$ cat src/rtl/tile_sched_pkg.sv
// Shared types and width helpers for the tile pin scheduler.
package tile_sched_pkg;

    typedef enum logic [1:0] {
        ST_IDLE   = 2'd0,
        ST_GUARD  = 2'd1,
        ST_ACTIVE = 2'd2
    } state_t;

    localparam int SWITCH_CNT_W = 6;

    // Bits needed to hold the values 0..n-1 (never less than one bit).
    function automatic int cnt_w(input int n);
        return (n <= 2) ? 1 : $clog2(n);
    endfunction

endpackage

$ cat src/rtl/tile_rr_picker.sv
// Round-robin search: first requesting tile after cur_i, wrapping, cur_i itself last.
module tile_rr_picker
    import tile_sched_pkg::*;
#(
    parameter int N_TILES = 4,
    parameter int SELW    = cnt_w(N_TILES)
) (
    input  logic [N_TILES-1:0] req_i,
    input  logic [SELW-1:0]    cur_i,
    output logic [SELW-1:0]    next_o,
    output logic               found_o
);

    always_comb begin
        next_o  = cur_i;
        found_o = 1'b0;
        for (int i = 1; i <= N_TILES; i++) begin
            if (!found_o && req_i[(int'(cur_i) + i) % N_TILES]) begin
                found_o = 1'b1;
                next_o  = SELW'((int'(cur_i) + i) % N_TILES);
            end
        end
    end

endmodule

$ cat src/rtl/tile_pin_scheduler.sv
// Time-shares one ui_in/uo_out pin pair among N_TILES tiles with break-before-make guarding.
// Define TILE_SCHED_STATUS_EN to add the status port {state, wrapping ACTIVE-entry count}.
module tile_pin_scheduler
    import tile_sched_pkg::*;
#(
    parameter int N_TILES = 4,
    parameter int W       = 8,
    parameter int DWELL   = 16,
    parameter int GUARD   = 2,
    localparam int SELW   = cnt_w(N_TILES)
) (
    input  logic                   clk,
    input  logic                   rst,
    input  logic [W-1:0]           ui_in,
    output logic [W-1:0]           uo_out,
    input  logic [N_TILES*W-1:0]   tile_uo,
    output logic [N_TILES*W-1:0]   tile_ui,
    input  logic [N_TILES-1:0]     tile_req,
    output logic [N_TILES-1:0]     tile_gnt,
    input  logic                   auto_en,
    input  logic [SELW-1:0]        man_sel,
    input  logic                   man_load,
    output logic [SELW-1:0]        cur_tile,
    output logic                   switch_pulse
`ifdef TILE_SCHED_STATUS_EN
    ,
    output logic [7:0]             status
`endif
);

    localparam int DW = cnt_w(DWELL);
    localparam int GW = cnt_w(GUARD);
    localparam logic [DW-1:0] DWELL_LAST = DW'(DWELL - 1);
    localparam logic [GW-1:0] GUARD_LAST = GW'(GUARD - 1);

    state_t              state_q, state_d;
    logic [SELW-1:0]     cur_q, cur_d;
    logic [GW-1:0]       gcnt_q, gcnt_d;
    logic [DW-1:0]       dwell_q, dwell_d;
    logic [N_TILES-1:0]  gnt_q, gnt_d;
    logic [W-1:0]        uo_q, uo_d;
    logic                pulse_q, pulse_d;

    logic [SELW-1:0]     pick_cur;
    logic [SELW-1:0]     rr_next;
    logic                rr_found;
    logic                other_req;
    logic                man_ok;

    // From IDLE nothing is granted, so the search starts at cur_q itself rather than after it.
    assign pick_cur = (state_q != ST_IDLE) ? cur_q
                    : (cur_q == '0) ? SELW'(N_TILES - 1) : cur_q - SELW'(1);

    tile_rr_picker #(
        .N_TILES (N_TILES),
        .SELW    (SELW)
    ) u_picker (
        .req_i   (tile_req),
        .cur_i   (pick_cur),
        .next_o  (rr_next),
        .found_o (rr_found)
    );

    assign other_req = rr_found && (rr_next != cur_q);
    assign man_ok    = man_load && (int'(man_sel) < N_TILES);

    always_comb begin
        state_d = state_q;
        cur_d   = cur_q;
        gcnt_d  = gcnt_q;
        dwell_d = dwell_q;
        case (state_q)
            ST_IDLE: begin
                if (man_ok) begin
                    state_d = ST_GUARD;
                    cur_d   = man_sel;
                    gcnt_d  = '0;
                end else if (auto_en && rr_found) begin
                    state_d = ST_GUARD;
                    cur_d   = rr_next;
                    gcnt_d  = '0;
                end
            end
            ST_GUARD: begin
                if (man_ok) begin
                    cur_d  = man_sel;
                    gcnt_d = '0;
                end else if (gcnt_q == GUARD_LAST) begin
                    state_d = ST_ACTIVE;
                    dwell_d = '0;
                end else begin
                    gcnt_d = gcnt_q + GW'(1);
                end
            end
            ST_ACTIVE: begin
                if (dwell_q != DWELL_LAST) begin
                    dwell_d = dwell_q + DW'(1);
                end
                if (man_ok && (man_sel != cur_q)) begin
                    state_d = ST_GUARD;
                    cur_d   = man_sel;
                    gcnt_d  = '0;
                end else if (auto_en && !tile_req[cur_q]) begin
                    if (rr_found) begin
                        state_d = ST_GUARD;
                        cur_d   = rr_next;
                        gcnt_d  = '0;
                    end else begin
                        state_d = ST_IDLE;
                    end
                end else if (auto_en && (dwell_q == DWELL_LAST) && other_req) begin
                    state_d = ST_GUARD;
                    cur_d   = rr_next;
                    gcnt_d  = '0;
                end
            end
            default: state_d = ST_IDLE;
        endcase
    end

    // The first ACTIVE cycle and any cycle leaving ACTIVE present zeros on uo_out.
    always_comb begin
        gnt_d   = (state_d == ST_ACTIVE) ? (N_TILES'(1) << cur_d) : '0;
        uo_d    = ((state_q == ST_ACTIVE) && (state_d == ST_ACTIVE)) ? tile_uo[cur_q*W +: W] : '0;
        pulse_d = (state_q == ST_GUARD) && (state_d == ST_ACTIVE);
    end

    always_ff @(posedge clk or posedge rst) begin
        if (rst) begin
            state_q <= ST_IDLE;
            cur_q   <= '0;
            gcnt_q  <= '0;
            dwell_q <= '0;
            gnt_q   <= '0;
            uo_q    <= '0;
            pulse_q <= 1'b0;
        end else begin
            state_q <= state_d;
            cur_q   <= cur_d;
            gcnt_q  <= gcnt_d;
            dwell_q <= dwell_d;
            gnt_q   <= gnt_d;
            uo_q    <= uo_d;
            pulse_q <= pulse_d;
        end
    end

    always_comb begin
        tile_ui = '0;
        for (int k = 0; k < N_TILES; k++) begin
            tile_ui[k*W +: W] = gnt_q[k] ? ui_in : '0;
        end
    end

    assign uo_out       = uo_q;
    assign tile_gnt     = gnt_q;
    assign cur_tile     = cur_q;
    assign switch_pulse = pulse_q;

`ifdef TILE_SCHED_STATUS_EN
    logic [SWITCH_CNT_W-1:0] sw_cnt_q;

    always_ff @(posedge clk or posedge rst) begin
        if (rst) begin
            sw_cnt_q <= '0;
        end else if (pulse_d) begin
            sw_cnt_q <= sw_cnt_q + SWITCH_CNT_W'(1);
        end
    end

    assign status = {state_q, sw_cnt_q};
`endif

endmodule

$ cat config.mk
export PLATFORM = sky130hd
export DESIGN_NAME = tile_pin_scheduler
export DESIGN_NICKNAME = d
export VERILOG_FILES = /design/src/rtl/tile_sched_pkg.sv /design/src/rtl/tile_rr_picker.sv /design/src/rtl/tile_pin_scheduler.sv
export SDC_FILE = /design/constraint.sdc
export NUM_CORES = 1
export LEC_CHECK = 0
export BUFFER_PORTS_ARGS = -buffer_cell sky130_fd_sc_hd__buf_2
export CORE_UTILIZATION = 48
export DETAILED_ROUTE_END_ITERATION = 8
export GPL_ROUTABILITY_DRIVEN = 0
export GPL_TIMING_DRIVEN = 0
export PLACE_DENSITY = 0.93
export RECOVER_POWER = 100
export SLEW_MARGIN = 10
export SYNTH_ARGS = -nofsm -noshare
export SYNTH_HDL_FRONTEND = slang
export SYNTH_SLANG_ARGS = --single-unit
$ cat constraint.sdc
create_clock -name clk -period 4.8 [get_ports clk]
set_input_delay 0 -clock clk [delete_from_list [all_inputs] [get_ports clk]]
set_output_delay 0 -clock clk [all_outputs]
set_load 0.01 [all_outputs]
==> impl_metrics.py <==
metrics = {
    "timing": {
        "final.setup.tns_ps": 0,
        "timing_worst_slew_pin_value_ps": 948.4,
        "grt_setup_unrepaired": "false",
        "timing.fmax_mhz": 262.3,
        "total_count_of_max_transition_violations_in_the_final_report": 0,
        "setup_slack_ps": 987.7,
        "final.period_utilization": 0.7942,
        "final.setup_skew_ps": 3.336,
        "setup_viol": 0,
        "hold_violation_count_in_the_final_report": 0,
        "post-route-min-period_ps": 3812,
        "worst_slew_margin_rel": 0.3597,
    },
    "finish": {
        "area.sequential_um2": 550.5,
        "nNetsFinal": 345,
        "area_occupied_by_multi_input_gates_um2": 1106,
        "finalCoreUtilization": 0.6553,
        "final_area_um2": 2238,
        "layout-drive-gt1-share": 0.2577,
        "antenna_cells": 0,
        "syn_to_final_growth_pct": 27.51,
        "nFillCells": 317,
    },
    "floorplanning": {
        "core_um2": 3416,
        "io_pins": 97,
        "design.die.area_um2": 3903,
        "start_util": 0.5139,
        "die_h_um": 62.48,
        "dieWidth_um": 62.48,
        "floorplan.rows": 21,
    },
    "setup_path": {
        "timing.reg2reg.worst_path_depth": 11,
        "crit-reg2reg-launch": "cur_tile[1]",
        "critPathLaunch": "cur_tile[1]",
        "critical_path.endpoint_type": "flip-flop",
        "setup.worst_path.end": "tile_gnt[0]",
        "arrival_worst_endpoint_ps": 4020,
        "ff2ff_setup_slack_ps": 990,
        "critPathMaxFanout": 10,
        "critPathLaunchType": "flip-flop",
        "worstReg2RegEnd": "tile_gnt[0]",
        "critPathRequiredTime_ps": 5000,
        "type_of_the_worst_setup_path": "reg -> reg",
    },
    "route": {
        "route.detailed.wl_per_inst_um": 13.55,
        "route.detailed.vias_per_inst": 5.605,
        "remaining_drc_errors": 0,
        "drt.antenna.violating_nets": 0,
        "totalWireLength_mm": 4.566,
        "detail_route.first_pass.iterations": 4,
        "routed-via-count": 1889,
        "detailedRoute.firstIterationViolations": 57,
    },
    "global_routing": {
        "grt_pass1_wl_mm": 7.583,
        "grt_remaining_overflow": 0,
        "pin_count_of_the_biggest_net_entering_global_routing": 23,
        "via_count_of_the_first_global_routing_pass": 1739,
        "grt_util_all_layers": 0.2425,
        "grt_antenna_before_repair": 0,
    },
    "yosys": {
        "synth.yosys.seq_area_share": 0.3136,
        "ys_ff_latch": 22,
        "syn_avg_cell_area_um2": 9.143,
        "synthArstFlopShare": 1.000,
        "synthMostInstantiatedCell": "and2_1",
        "synth-edff-count": 0,
        "synthTopCellsByCount": "33 x and2_1, 22 x dfrtp_1, 12 x a21oi_1, 12 x nand2_1, 12 x nor2_1",
        "most_used_flip_flop_cell_after_synthesis": "dfrtp_1",
        "syn_nets": 244,
        "netlist_instances": 192,
        "synth.yosys.warnings": 0,
        "syn_area_um2": 1755,
        "yosys.cell_types.count": 50,
        "netlist_top_cells_area": "dfrtp_1 31%, and2_1 12%, mux4_2 12%, nor2b_1 3.9%, a21oi_1 3.4%",
        "yosysTopAreaCellShare": 0.3136,
        "synth.largest_area_cell": "dfrtp_1",
    },
    "power_and_ir_drop": {
        "worst_ir_drop_vdd_mv": 0.2441,
        "power_density_nw_per_um2": 401.2,
        "total_leakage_power_nw": 1.047,
        "report.power.total_mw": 0.8980,
    },
    "clocking": {
        "post_cts.repair.setup_buffers": 0,
        "clock_sink_count": 22,
        "cts_root_buffer": "clkbuf_4",
        "clockBufferDepth": 2,
        "htree_levels": 1,
        "tritoncts_clock_tree": "done",
        "worstSkewPairLatency_ps": 300,
        "tritoncts.num_buffers": 3,
        "post_cts_resize_count": 0,
        "path_clk_slew_ps": 100,
    },
    "placement": {
        "port_buffers": 95,
        "hpwlAfterDp_mm": 3.623,
        "place_area_um2": 2288,
        "post-place-ws_ps": 1462,
    },
    "worst_hold_path": {
        "worst_hold_path_type": "in -> reg",
    },
    "outcome": {
        "run_status": "complete, no violations",
    },
    "flow_run": {
        "drv.max_cap_violation_count": 0,
    },
}
-- area by class of cell --
cell class / count / share of cell area
Tap cell: 46 / 0.02571
Clock buffer: 3 / 0.01006
Multi-Input combinational cell: 154 / 0.4941
Sequential cell: 22 / 0.2459
Inverter: 7 / 0.01174
Buffer: 9 / 0.01621
Timing Repair Buffer: 96 / 0.1962
-- layout by cell type, fill, tap and decap left out, drive strengths merged, types with 3 or more instances in the layout --
cell type / instances
a21oi: 12
mux4: 9
nor3: 4
nand2b: 5
dfrtp: 22
nor4: 3
nand3: 6
nand2: 12
clkbuf: 45
xor2: 3
buf: 62
and2b: 3
nor2b: 11
nor2: 12
inv: 7
and2: 33
o21ai: 7
-- through the flow --
step,std cells,hold slack [ps]
6_report,337,123.5
5_1_grt,337,109.2
4_1_cts,337,110.6
3_5_place_dp,333,177.3
3_3_place_gp,333,174.1
2_1_floorplan,192,-10.77
-- critical path: stages, from the launching register on --
cell	delay, ps
dfrtp_1	360
clkbuf_1	380
inv_1	190
ha_1	390
or3b_1	420
o21ai_0	190
o21ai_0	210
or4b_1	540
a21boi_0	250
o211ai_1	210
clkbuf_1	280
a211oi_1	300
-- routing by layer --
metal	track usage	vias to the layer above	wire, um
met5	0	-	0
met3	0.04562	12	363
met1	0.2820	864	1761
li1	-	898	-
met4	0.09593	0	72
met2	0.4361	115	2369
-- where the power goes --
part	internal, mW	switching, mW	total, mW
sequential	0.222	0.0327	0.255
clock	0.0293	0.0484	0.0776
combinational	0.239	0.327	0.565
total	0.490	0.408	0.898
-- logic make-up (layout without fill, tap and decap cells) --
kind of cell / Yosys count / count (layout) / synth area share
xor+xnor: 3 / 3 / 0.01497
simple gates: 97 / 97 / 0.3186
mux: 10 / 10 / 0.1212
compound gates: 42 / 42 / 0.1768
fa+ha+maj: 2 / 2 / 0.01425
buf+inv: 16 / 115 / 0.04063
flops: 22 / 22 / 0.3136
-- state kept, by name, indices dropped and copies added (netlist names) --
signal,count
cur_tile,2
dwell_q,4
gcnt_q,1
state_q,2
switch_pulse,1
tile_gnt,4
uo_out,8
-- repair_timing --
item / 4_1_cts / 5_1_grt
endpoints found under the setup margin: 0 / 0
endpoints found under the hold margin: 22 / 0
hold buffers: 1 / 0
-- how the worst min path moves through the flow --
| stage | slack [ps] | end | from | depth (start not counted) |
|---|---|---|---|---|
| after floorplan | -10 | cur_tile[0] | rst | 1 |
| after global placement | 170 | uo_out[6] | rst | 2 |
| after detailed placement | 180 | uo_out[3] | rst | 2 |
| after CTS | 110 | cur_tile[0] | man_sel[0] | 3 |
| after global routing | 110 | uo_out[1] | tile_uo[25] | 3 |
| final | 120 | uo_out[1] | tile_uo[25] | 3 |
No activity file was read; power rests on OpenSTA's default activity.
